[src/rtl/btn_pkg.sv]
// Shared definitions for the button debouncer: per-channel FSM
// state encoding and the counter-width helper.
package btn_pkg;

  typedef enum logic [1:0] {
    IDLE       = 2'd0,
    PRESS_WAIT = 2'd1,
    HELD       = 2'd2,
    REL_WAIT   = 2'd3
  } btn_state_e;

  // Bits needed to count up to (largest count - 1).
  function automatic int unsigned cnt_width(
    input int unsigned a,
    input int unsigned b,
    input int unsigned c
  );
    int unsigned m;
    m = a;
    if (b > m) m = b;
    if (c > m) m = c;
    return (m < 2) ? 1 : $clog2(m);
  endfunction

endpackage

[src/rtl/button_debounce_ch.sv]
// One debounce channel: 2-flop synchronizer, qualification FSM and
// counters. BUTTON_AUTOREPEAT_EN adds the held-button repeat strobe.
module button_debounce_ch
  import btn_pkg::*;
#(
  parameter int unsigned DEBOUNCE_CYCLES = 1000000,
  parameter int unsigned REPEAT_DELAY    = 50000000,
  parameter int unsigned REPEAT_PERIOD   = 10000000
) (
  input  logic clk_i,
  input  logic rst_i,
  input  logic switch_i,
  output logic pressed_o,
  output logic press_pulse_o,
  output logic release_pulse_o
);

  localparam int unsigned CW =
    cnt_width(DEBOUNCE_CYCLES, REPEAT_DELAY, REPEAT_PERIOD);
  localparam logic [CW-1:0] DB_LAST = CW'(DEBOUNCE_CYCLES - 1);
  localparam logic [CW-1:0] CNT_MAX = '1;

  // Synchronizer stores the already-inverted level, so a cleared
  // flop means "released" and a button held through reset must be
  // re-qualified from scratch.
  logic [1:0]    sync_q;
  logic          act;
  btn_state_e    state_q, state_d;
  logic [CW-1:0] cnt_q, cnt_d;
  logic          prs_d, rel_d, pp_d;
  logic          pressed_q, pp_q, rp_q;

  assign act = sync_q[1];

  // Next-state and debounce counter.
  always_comb begin
    state_d = state_q;
    cnt_d   = cnt_q;
    prs_d   = 1'b0;
    rel_d   = 1'b0;
    unique case (state_q)
      IDLE: begin
        if (act) begin
          state_d = PRESS_WAIT;
          cnt_d   = '0;
        end
      end
      PRESS_WAIT: begin
        if (!act) begin
          state_d = IDLE;
        end else if (cnt_q == DB_LAST) begin
          state_d = HELD;
          prs_d   = 1'b1;
        end else if (cnt_q != CNT_MAX) begin
          cnt_d = cnt_q + 1'b1;
        end
      end
      HELD: begin
        if (!act) begin
          state_d = REL_WAIT;
          cnt_d   = '0;
        end
      end
      REL_WAIT: begin
        if (act) begin
          state_d = HELD;
        end else if (cnt_q == DB_LAST) begin
          state_d = IDLE;
          rel_d   = 1'b1;
        end else if (cnt_q != CNT_MAX) begin
          cnt_d = cnt_q + 1'b1;
        end
      end
    endcase
  end

`ifdef BUTTON_AUTOREPEAT_EN
  localparam logic [CW-1:0] RD_LAST = CW'(REPEAT_DELAY - 1);
  localparam logic [CW-1:0] RP_LAST = CW'(REPEAT_PERIOD - 1);

  logic [CW-1:0] rpt_q, rpt_d;
  logic          per_q, per_d;
  logic          rpt_fire;

  // Repeat timer: runs only while staying in HELD, first interval
  // is the delay, later intervals the period.
  always_comb begin
    rpt_d    = rpt_q;
    per_d    = per_q;
    rpt_fire = 1'b0;
    if (state_q != HELD || state_d != HELD) begin
      rpt_d = '0;
      per_d = 1'b0;
    end else if (rpt_q == (per_q ? RP_LAST : RD_LAST)) begin
      rpt_fire = 1'b1;
      rpt_d    = '0;
      per_d    = 1'b1;
    end else if (rpt_q != CNT_MAX) begin
      rpt_d = rpt_q + 1'b1;
    end
  end

  // Repeat timer registers.
  always_ff @(posedge clk_i) begin
    if (rst_i) begin
      rpt_q <= '0;
      per_q <= 1'b0;
    end else begin
      rpt_q <= rpt_d;
      per_q <= per_d;
    end
  end

  assign pp_d = prs_d | rpt_fire;
`else
  assign pp_d = prs_d;
`endif

  // Synchronizer, FSM state and registered outputs.
  always_ff @(posedge clk_i) begin
    if (rst_i) begin
      sync_q    <= '0;
      state_q   <= IDLE;
      cnt_q     <= '0;
      pressed_q <= 1'b0;
      pp_q      <= 1'b0;
      rp_q      <= 1'b0;
    end else begin
      sync_q    <= {sync_q[0], ~switch_i};
      state_q   <= state_d;
      cnt_q     <= cnt_d;
      pressed_q <= (state_d == HELD) || (state_d == REL_WAIT);
      pp_q      <= pp_d;
      rp_q      <= rel_d;
    end
  end

  assign pressed_o       = pressed_q;
  assign press_pulse_o   = pp_q;
  assign release_pulse_o = rp_q;

endmodule

[src/rtl/button_debouncer.sv]
// Multi-channel push-button debouncer; one independent channel per
// Switch bit. Auto-repeat enabled by BUTTON_AUTOREPEAT_EN.
module button_debouncer
  import btn_pkg::*;
#(
  parameter int unsigned NUM_BTN         = 8,
  parameter int unsigned DEBOUNCE_CYCLES = 1000000,
  parameter int unsigned REPEAT_DELAY    = 50000000,
  parameter int unsigned REPEAT_PERIOD   = 10000000
) (
  input  logic               Clk,
  input  logic               Rst,
  input  logic [NUM_BTN-1:0] Switch,
  output logic [NUM_BTN-1:0] Pressed,
  output logic [NUM_BTN-1:0] PressPulse,
  output logic [NUM_BTN-1:0] ReleasePulse
);

  for (genvar i = 0; i < NUM_BTN; i++) begin : g_ch
    button_debounce_ch #(
      .DEBOUNCE_CYCLES(DEBOUNCE_CYCLES),
      .REPEAT_DELAY   (REPEAT_DELAY),
      .REPEAT_PERIOD  (REPEAT_PERIOD)
    ) u_ch (
      .clk_i          (Clk),
      .rst_i          (Rst),
      .switch_i       (Switch[i]),
      .pressed_o      (Pressed[i]),
      .press_pulse_o  (PressPulse[i]),
      .release_pulse_o(ReleasePulse[i])
    );
  end

endmodule
[config.mk]
export PLATFORM = sky130hd
export DESIGN_NAME = button_debouncer
export DESIGN_NICKNAME = d
export VERILOG_FILES = /design/src/rtl/btn_pkg.sv /design/src/rtl/button_debounce_ch.sv /design/src/rtl/button_debouncer.sv
export SDC_FILE = /design/constraint.sdc
export NUM_CORES = 1
export LEC_CHECK = 0
export ABC_CLOCK_PERIOD_IN_PS = 4150
export BUFFER_PORTS_ARGS = -buffer_cell sky130_fd_sc_hd__buf_2
export CAP_MARGIN = 20
export CORE_UTILIZATION = 55
export CTS_CLUSTER_SIZE = 12
export DETAILED_ROUTE_END_ITERATION = 6
export PLACE_DENSITY_LB_ADDON = 0.12
export SYNTH_ARGS = -nofsm -noshare
export SYNTH_HDL_FRONTEND = slang
export SYNTH_SLANG_ARGS = --single-unit
[constraint.sdc]
create_clock -name Clk -period 4.15 [get_ports Clk]
set_input_delay 0.2075 -clock Clk [delete_from_list [all_inputs] [get_ports Clk]]
set_output_delay 0.2075 -clock Clk [all_outputs]
set_load 0.01 [all_outputs]
# == After elaboration in Yosys (flattened, before gate mapping) ==
# Index checks and enable logic that the tools add are counted.
# totals
elab_cells,336
register_bits,264
inputBits,10
output_inout_bits,24
# op_classes
n_reduce_logical,40
addsub,8
n_eq_ne,88
bitwise_logic,32
n_mux,120
# ops
cell,n
two-way mux 26 bit,48
case mux 26 bit (4 select lines),8
"adder 26 x 1 -> 26 bit, second input constant",8
"== test 26 x 20 -> 1 bit, second input constant",8
"!= test 26 bit, second input constant",8
two-way mux 2 bit,48
"== test 2 bit, second input constant",32
case mux 2 bit (4 select lines),8
OR reduction 3 bit,16
"!= test 2 x 1 -> 1 bit, second input constant",16
"!= test 2 bit, second input constant",16
inverter 1 bit,32
AND reduction 4 bit,8
"== test 2 x 1 -> 1 bit, second input constant",8
zero test 2 bit,8
logical OR 1 bit,8
two-way mux 1 bit,8

# == Depth between registers and ports, before layout ==
# Gate-level depths: netlist of the first run.
# depth
depth_word,6
ltp_mapped,10
depth_no_buf,7

# == Hierarchy ==
# Synthesis of the first run repeated with hierarchy kept, for this count alone.
# unflattened
cells_unflattened,1807
hier_area_um2,14497.7
# by_module_without_submodules
module,seq_area_each_um2,n_inst,area_per_inst_um2,cells_per_inst
button_debounce_ch (g_ch[0].u_ch ...),640.6,7,1823.0,230
button_debounce_ch (g_ch[7].u_ch),660.6,1,1736.7,197

# == Least setup slack after synthesis of the first run ==
# OpenSTA, ideal clock, no wires.
# synth_timing
path_kind,reg2reg
start,reg g_ch[6].u_ch.cnt_q[0]
end,reg g_ch[6].u_ch.cnt_q[21]
path_buffers,3
setup_ns,0.065
synth_period_minus_slack_ns,2.384
arrival_time_ns,2.318
setup_slack_ns,1.766
path_stages_with_launch,11
path_cell_list,dfxtp_1 -> ha_1 -> nand3_1 -> or4_1 -> clkbuf_1 -> nor2_1 -> or2_1 -> buf_6 -> o21bai_4 -> buf_6 -> nor2_1
# synth_via
elab_chain_cells,5
# synth_lines
element,line,rtl
start: declaration,button_debounce_ch.sv:29,"logic [CW-1:0] cnt_q, cnt_d;"
start signal: assignment,button_debounce_ch.sv:131,cnt_q <= cnt_d;
adder 26 x 1 -> 26 bit / != test 26 bit (equally long branches),--,
two-way mux 26 bit,"button_debounce_ch.sv:54, button_debounce_ch.sv:70",
two-way mux 26 bit *,button_debounce_ch.sv:67,end else if (cnt_q == DB_LAST) begin
"two-way mux 26 bit, on equally long branches","button_debounce_ch.sv:65, button_debounce_ch.sv:49",
case mux 26 bit (4 select lines) *,button_debounce_ch.sv:41,unique case (state_q)
# Every way passes the cells marked *; elsewhere a longest branch is shown, timed or not. The select of a mux whose other input is x is not followed.
# A chain may end at the register's enable or synchronous reset.

# == Worst setup path in the final report of the first run ==
# layout_timing
start,reg g_ch[6].u_ch.cnt_q[0]
end,reg g_ch[6].u_ch.cnt_q[20]
# The elaborated chain is that of the path after synthesis.

==> impl_metrics.csv, run 1 <==
group,metric,value,unit
synth,synth.distinct_cells,60,
detailed_routing,wl_per_cell,14.0,um
sta,rsz0062_at_grt,"false",
synth,syn_area,12700,sq um
synth,yosysWarnings,0,
sta,relSlewSlack,0.357,
grt,antenna_found_initial,0,
cells_and_area,area_growth,9.56,%
cells_and_area,n_antenna_cell,0,
clocking,cts_tree,"done",
synth,synth_flop_cell,"dfxtp_1",
setup_path,critPathTopFamily,"simple AND/OR/NAND/NOR gates",
placement,gp_congestion,0.839,
status,status,"finished, final reports clean",
setup_path,worst-path-max-fanout,18,
setup_path,reg2reg_to,"g_ch[6].u_ch.cnt_q[20]",
placement,dp_slack,1280,ps
placement,port_buffers,33,
setup_path,end_kind,"flop",
grt,overflow,0,
clocking,cts_made_buffers,29,
synth,syn_inst,1524,
cells_and_area,fin_nets,1543,
setup_path,crit_path_top_delay_cell,"or4_1",
detailed_routing,drcViolationCount,0,
sta,timing.fmax,343,MHz
setup_path,arrival,3370,ps
sta,setup_viol,0,
cells_and_area,drive_above_1_share,0.0685,
sta,period_minus_slack,2920,ps
clocking,cts-htree-levels,1,
die,die_area,23700,sq um
setup_path,critPathBufInv,0,
die,die_w,154,um
die,rows,55,
power,leakage,4.43,nW
die,fp.coreArea,22600,sq um
synth,syn_nets,1542,
setup_path,worst-r2r-cell-count,7,
cells_and_area,final_common_cell,"dfxtp_1",
min_path,min_delay_path_depth,2,
clocking,clock_latency,540,ps
detailed_routing,dr.first_iter.drc_count,560,
grt,grt_pass1_vias,9749,
detailed_routing,viasPerCell,5.83,
placement,dpl.hpwl,17200,um
synth,avgSynthCellArea,8.32,sq um
sta,worst_slack,1230,ps
min_path,hold_path_class,"primary input to flop",
cells_and_area,layoutNonFillerInstCount,1832,
clocking,cts_setup_buffers,0,
sta,tightest_slew,964,ps
sta,tns,0,ps
setup_path,path_class,"flop to flop",
placement,place_inst,1771,
power,max-vdd-ir-drop,0.000301,V
synth,synth_edf_count,0,
die,pin_count,34,
grt,grt_pass1_wl,45000,um
run,max_cap_violations,0,
clocking,clockBufferDepth,3,
clocking,path_clk_slew,60,ps
setup_path,reg2reg_slack,1230,ps
min_path,hp-start,"Rst",
die,start_util,0.560,
synth,ys_ff_latch,264,
setup_path,cpPeakStageDelay,720,ps
grt,grt_start_max_net_pins,69,
setup_path,worstPathRequired,4600,ps
sta,post-route-period-util,0.703,
synth,synth-seq-area-share,0.417,
clocking,cts_root_buf,"clkbuf_16",
sta,finalHoldViolCount,0,
detailed_routing,ant_nets,0,
sta,slew_violations,0,
detailed_routing,first_pass_iters,5,
die,die_h,154,um
cells_and_area,mostFrequentLayoutCells,"dfxtp_1, nor2_1, nand2_1",
synth,synthArstFlopShare,0,
sta,finClkSkew,10.6,ps
detailed_routing,drt-total-wl,25700,um
setup_path,cp-start-kind,"flop",
setup_path,crit_chain,"ha_1 > nand3_1 > or4_1 > nor2_1 > or2_1 > o21bai_4 > nor3_1",
detailed_routing,num_vias,10700,
setup_path,r2r_start,"g_ch[6].u_ch.cnt_q[0]",
power,power_density,371,nW/um^2
min_path,worst_hold_path.endpoint,"g_ch[7].u_ch.state_q[1]",
clocking,postCtsResizedCells,0,
clocking,clock_sinks,264,
grt,grt_usage,0.219,
through the flow:
step	area, sq um	power, mW	util	hold WS [ps]
3_5_place_dp	12900	2.73	0.569	362
3_3_place_gp	12900	2.73	0.569	362
2_1_floorplan	12700	2.70	-	274
5_1_grt	13900	5.35	0.614	248
6_report	13900	5.16	0.614	221
4_1_cts	13900	5.23	0.614	208
metal layers:
| metal | up-vias | routed length (um) | GRT usage |
|---|---|---|---|
| met5 | - | 0 | 0 |
| met1 | 4972 | 12500 | 0.300 |
| met2 | 200 | 11800 | 0.367 |
| met4 | 0 | 452 | 0.0562 |
| met3 | 36 | 926 | 0.0262 |
| li1 | 5468 | - | - |
synthesized netlist by cell type, types with 8 or more instances:
library cell    n  area [sq um]
dfxtp_1       264          5290
nor2_1        217           815
nand2_1       120           450
xnor2_1       107           937
nand3_1        90           450
nor3_1         72           360
nand4_1        66           413
a21oi_1        57           285
nor4_1         57           357
clkbuf_1       45           169
or3_1          44           275
o21ai_0        36           180
xor2_1         30           263
and3_1         29           181
nor4b_1        27           236
buf_4          24           180
or4_1          24           180
and4_1         23           201
inv_1          21          78.8
mux2i_1        17           170
nor2b_1        16           100
nor3b_1        14           105
and2_1         13          81.3
o211ai_1       12          90.1
o31ai_1         9          67.6
or2_2           9          56.3
ha_1            8           100
worst max-delay path by stage:
stage / from / to / cells past startpoint
after floorplan: g_ch[6].u_ch.cnt_q[0] / g_ch[6].u_ch.cnt_q[21] / 10
after detailed placement: g_ch[6].u_ch.cnt_q[0] / g_ch[6].u_ch.cnt_q[20] / 7
final: g_ch[6].u_ch.cnt_q[0] / g_ch[6].u_ch.cnt_q[20] / 7
after CTS: g_ch[6].u_ch.cnt_q[0] / g_ch[6].u_ch.cnt_q[20] / 7
after global placement: g_ch[6].u_ch.cnt_q[8] / g_ch[6].u_ch.cnt_q[20] / 6
after global routing: g_ch[6].u_ch.cnt_q[0] / g_ch[6].u_ch.cnt_q[20] / 7
power breakdown:
group | switching (mW) | leakage, nW | total [mW] | internal [mW]
registers | 0.00973 | 2.13 | 2.55 | 2.55
logic | 0.0891 | 1.84 | 0.122 | 0.0325
clock network | 0.981 | 0.469 | 2.48 | 1.50
final cells by class:
class,count,area [sq um]
Multi-Input combinational cell,1160,6930
Fill cell,2021,8750
Clock buffer,46,880
Tap cell,285,357
Sequential cell,264,5290
Inverter,21,78.8
Timing Repair Buffer,49,308
Clock inverter,7,60.1
logic make-up (layout without fill, tap and decap cells):
| kind of cell | count (synthesis) | after routing | synth area share |
|---|---|---|---|
| xor+xnor | 137 | 137 | 0.0946 |
| fa+ha+maj | 8 | 8 | 0.00789 |
| mux | 18 | 18 | 0.0143 |
| flops | 264 | 264 | 0.417 |
| compound gates | 145 | 145 | 0.0711 |
| simple gates | 852 | 852 | 0.357 |
| buf+inv | 100 | 123 | 0.0384 |
registers in the layout (all words and copies together) (netlist names):
| signal | flops |
|---|---|
| g_ch.u_ch.pressed_o | 8 |
| g_ch.u_ch.release_pulse_o | 8 |
| g_ch.u_ch.cnt_q | 208 |
| g_ch.u_ch.press_pulse_o | 8 |
| g_ch.u_ch.state_q | 16 |
| g_ch.u_ch.sync_q | 16 |
worst register-to-register path: stages, from the launching register on:
cell,delay [ps]
dfxtp_1,370
ha_1,220
nand3_1,170
or4_1,720
nor2_1,520
or2_1,410
o21bai_4,210
nor3_1,230
timing repair:
item / 4_1_cts / 5_1_grt
setup endpoints to repair: 0 / 0
endpoints found under the hold margin: 8 / 0
hold buffers: 8 / 0
(Power assumes the default switching activity.)
==> run 2: changes to the inputs <==
--- a/config.mk
+++ b/config.mk
@@ -5,7 +5,8 @@
 export SDC_FILE = /design/constraint.sdc
 export NUM_CORES = 1
 export LEC_CHECK = 0
-export ABC_CLOCK_PERIOD_IN_PS = 4150
+export ABC_AREA = 1
+export ABC_CLOCK_PERIOD_IN_PS = 2500
 export BUFFER_PORTS_ARGS = -buffer_cell sky130_fd_sc_hd__buf_2
 export CAP_MARGIN = 20
 export CORE_UTILIZATION = 55
==> constraint.sdc (replaced) <==
create_clock -name Clk -period 2.5 [get_ports Clk]
set_input_delay 0.125 -clock Clk [delete_from_list [all_inputs] [get_ports Clk]]
set_output_delay 0.125 -clock Clk [all_outputs]
set_load 0.01 [all_outputs]
==> impl_metrics.csv, run 2 <==
group,metric,value,unit
synth,synth.distinct_cells,37,
sta,rsz0062_at_grt,"false",
cells_and_area,layoutNonFillerInstCount,3176,
synth,synthArstFlopShare,0,
cells_and_area,mostFrequentLayoutCells,"nand2_1, nor2_1, dfxtp_1",
sta,tightest_slew,1060,ps
clocking,clock_latency,560,ps
cells_and_area,area_growth,7.85,%
synth,synth_common_cells,"nand2_1, nor2_1, dfxtp_1",
setup_path,path_class,"flop to flop",
synth,synth_flop_cell,"dfxtp_1",
die,rows,63,
synth,yosysWarnings,0,
power,max-vdd-ir-drop,0.000597,V
clocking,cts_root_buf,"clkbuf_16",
synth,yosys.area.top_type,"dfxtp_1",
synth,synth_area_leaders,"dfxtp_1, nand2_1, nor2_1",
clocking,cts-htree-levels,1,
detailed_routing,dr.first_iter.drc_count,1186,
cells_and_area,drive_above_1_share,0.0682,
synth,synth-seq-area-share,0.320,
cells_and_area,num-fill-cells,3007,
power,power,8.93,mW
detailed_routing,wl_per_cell,12.7,um
status,status,"finished, final reports clean",
grt,grt_pass1_wl,69400,um
die,start_util,0.559,
power,leakage,6.09,nW
detailed_routing,viasPerCell,5.17,
cells_and_area,fin_util,0.603,
cells_and_area,n_antenna_cell,0,
sta,finalHoldViolCount,0,
clocking,cts_made_buffers,30,
cells_and_area,largest_registers,"g_ch.u_ch.cnt_q (208), g_ch.u_ch.state_q (16), g_ch.u_ch.sync_q (16)",
detailed_routing,drcViolationCount,0,
die,fp.coreArea,29600,sq um
synth,synth_edf_count,0,
sta,period_minus_slack,2190,ps
clocking,path_clk_slew,60,ps
grt,grt_pass1_vias,15100,
cells_and_area,final_area,17800,sq um
sta,slew_violations,0,
die,die_h,175,um
sta,relSlewSlack,0.292,
clocking,cts_tree,"done",
sta,finClkSkew,18.4,ps
clocking,cts_setup_buffers,0,
power,power_density,501,nW/um^2
setup_path,worst-path-max-fanout,22,
detailed_routing,drt-total-wl,40400,um
synth,synth_most_common_cell,"nand2_1",
synth,netlist.area_leader.share,0.320,
setup_path,cp-start-kind,"flop",
cells_and_area,final_common_cell,"nand2_1",
placement,dpl.hpwl,29100,um
sta,timing.fmax,456,MHz
cells_and_area,largest_register_ff_count,208,
placement,gp_congestion,0.957,
detailed_routing,first_pass_iters,7,
setup_path,end_kind,"flop",
sta,setup_viol,0,
placement,placed_area,16700,sq um
synth,avgSynthCellArea,5.97,sq um
min_path,hold_path_class,"primary input to flop",
sta,post-route-period-util,0.877,
die,die_area,30700,sq um
die,die_w,175,um
synth,ys_ff_latch,264,
cells_and_area,regMostFlops,"g_ch.u_ch.cnt_q",
detailed_routing,num_vias,16400,
clocking,clockBufferDepth,3,
die,pin_count,34,
detailed_routing,ant_nets,0,
placement,place_inst,3113,
synth,syn_inst,2769,
setup_path,arrival,2630,ps
grt,antenna_found_initial,0,
synth,syn_nets,2787,
clocking,clock_sinks,264,
sta,tns,0,ps
synth,syn_area,16500,sq um
setup_path,worstPathRequired,2930,ps
grt,overflow,0,
grt,grt_usage,0.266,
cells_and_area,fin_nets,2783,
run,max_cap_violations,0,
grt,grt_start_max_net_pins,66,
placement,port_buffers,33,
-- run 2: cell count changes in the layout (fill, tap and decap cells not counted), sizes merged, moves of 31 or more --
cell | before | now
xnor2 | 107 | 22
a21oi | 57 | 169
nor3 | 72 | 37
or3 | 44 | 0
nor2 | 217 | 640
xor2 | 30 | 61
nand3 | 90 | 221
nand2 | 120 | 906
inv | 21 | 247
nor4 | 57 | 3
nand4 | 66 | 17
-- run 2: cells by family after synthesis --
kind of cell	after synthesis	share of synthesized area
and+or+nand+nor	1846	0.464
buffers and inverters	350	0.0969
DFF	264	0.320
AOI/OAI and AO/OA	218	0.0689
xor gates and xnor gates	83	0.0445
adders and majority gates	8	0.00606
-- run 2: routing by layer --
| metal | GRT usage | share of wire | vias to the layer above | wire length, um |
|---|---|---|---|---|
| met4 | 0.0750 | 0.026 | 0 | 1060 |
| met1 | 0.357 | 0.47 | 7421 | 19100 |
| met3 | 0.0247 | 0.041 | 75 | 1670 |
| li1 | - | - | 8592 | - |
| met5 | 0 | 0 | - | 0 |
| met2 | 0.454 | 0.46 | 344 | 18500 |
-- run 2: power breakdown --
group	leakage [nW]	total [mW]	internal, mW	switching (mW)
sequential	2.13	4.25	4.23	0.0237
clock	0.494	4.39	2.67	1.72
combinational	3.47	0.292	0.0727	0.219
total	6.09	8.93	6.97	1.97
-- run 2: path summary, 6_finish.rpt --
check | start | end | slack [ps] | depth (start not counted)
setup / recovery | g_ch[2].u_ch.cnt_q[0] | g_ch[2].u_ch.cnt_q[17] | 310 | 8
hold / removal | Switch[2] | g_ch[2].u_ch.sync_q[0] | 250 | 3
setup reg to reg | g_ch[2].u_ch.cnt_q[0] | g_ch[2].u_ch.cnt_q[17] | 310 | 8
hold reg to reg | g_ch[0].u_ch.sync_q[0] | g_ch[0].u_ch.sync_q[1] | 400 | 2
-- run 2: area by class of cell --
class                      count  area [sq um]  area share
sequential                   264          5290       0.297
inverter                     250           938      0.0527
clock buffer                  46           901      0.0506
multi-input combinational   2155          9640       0.541
clock inverter                 7           100     0.00562
timing repair buffer          64           467      0.0262
tap                          390           488      0.0274
-- run 2: worst max-delay path: stages (launching register included) --
cell and delay [ps]:
dfxtp_1 480, ha_1 290, nand3_1 180, nor2_2 320
nand3_4 190, nand3_4 190, inv_2 210, nand2_1 150
a21oi_2 60
-- run 2: repair_timing --
item / CTS / global route
setup endpoints to repair: 0 / 3
resized for setup: 0 / 1
hold buffers: 9 / 0
hold endpoints to repair: 10 / 0
-- run 2: per-stage QoR --
stage / hold slack, ps / worst slack [ps]
2_1_floorplan: 192 / 693
3_3_place_gp: 276 / 150
3_5_place_dp: 279 / 187
4_1_cts: 214 / 194
5_1_grt: 238 / 45.8
6_report: 248 / 306
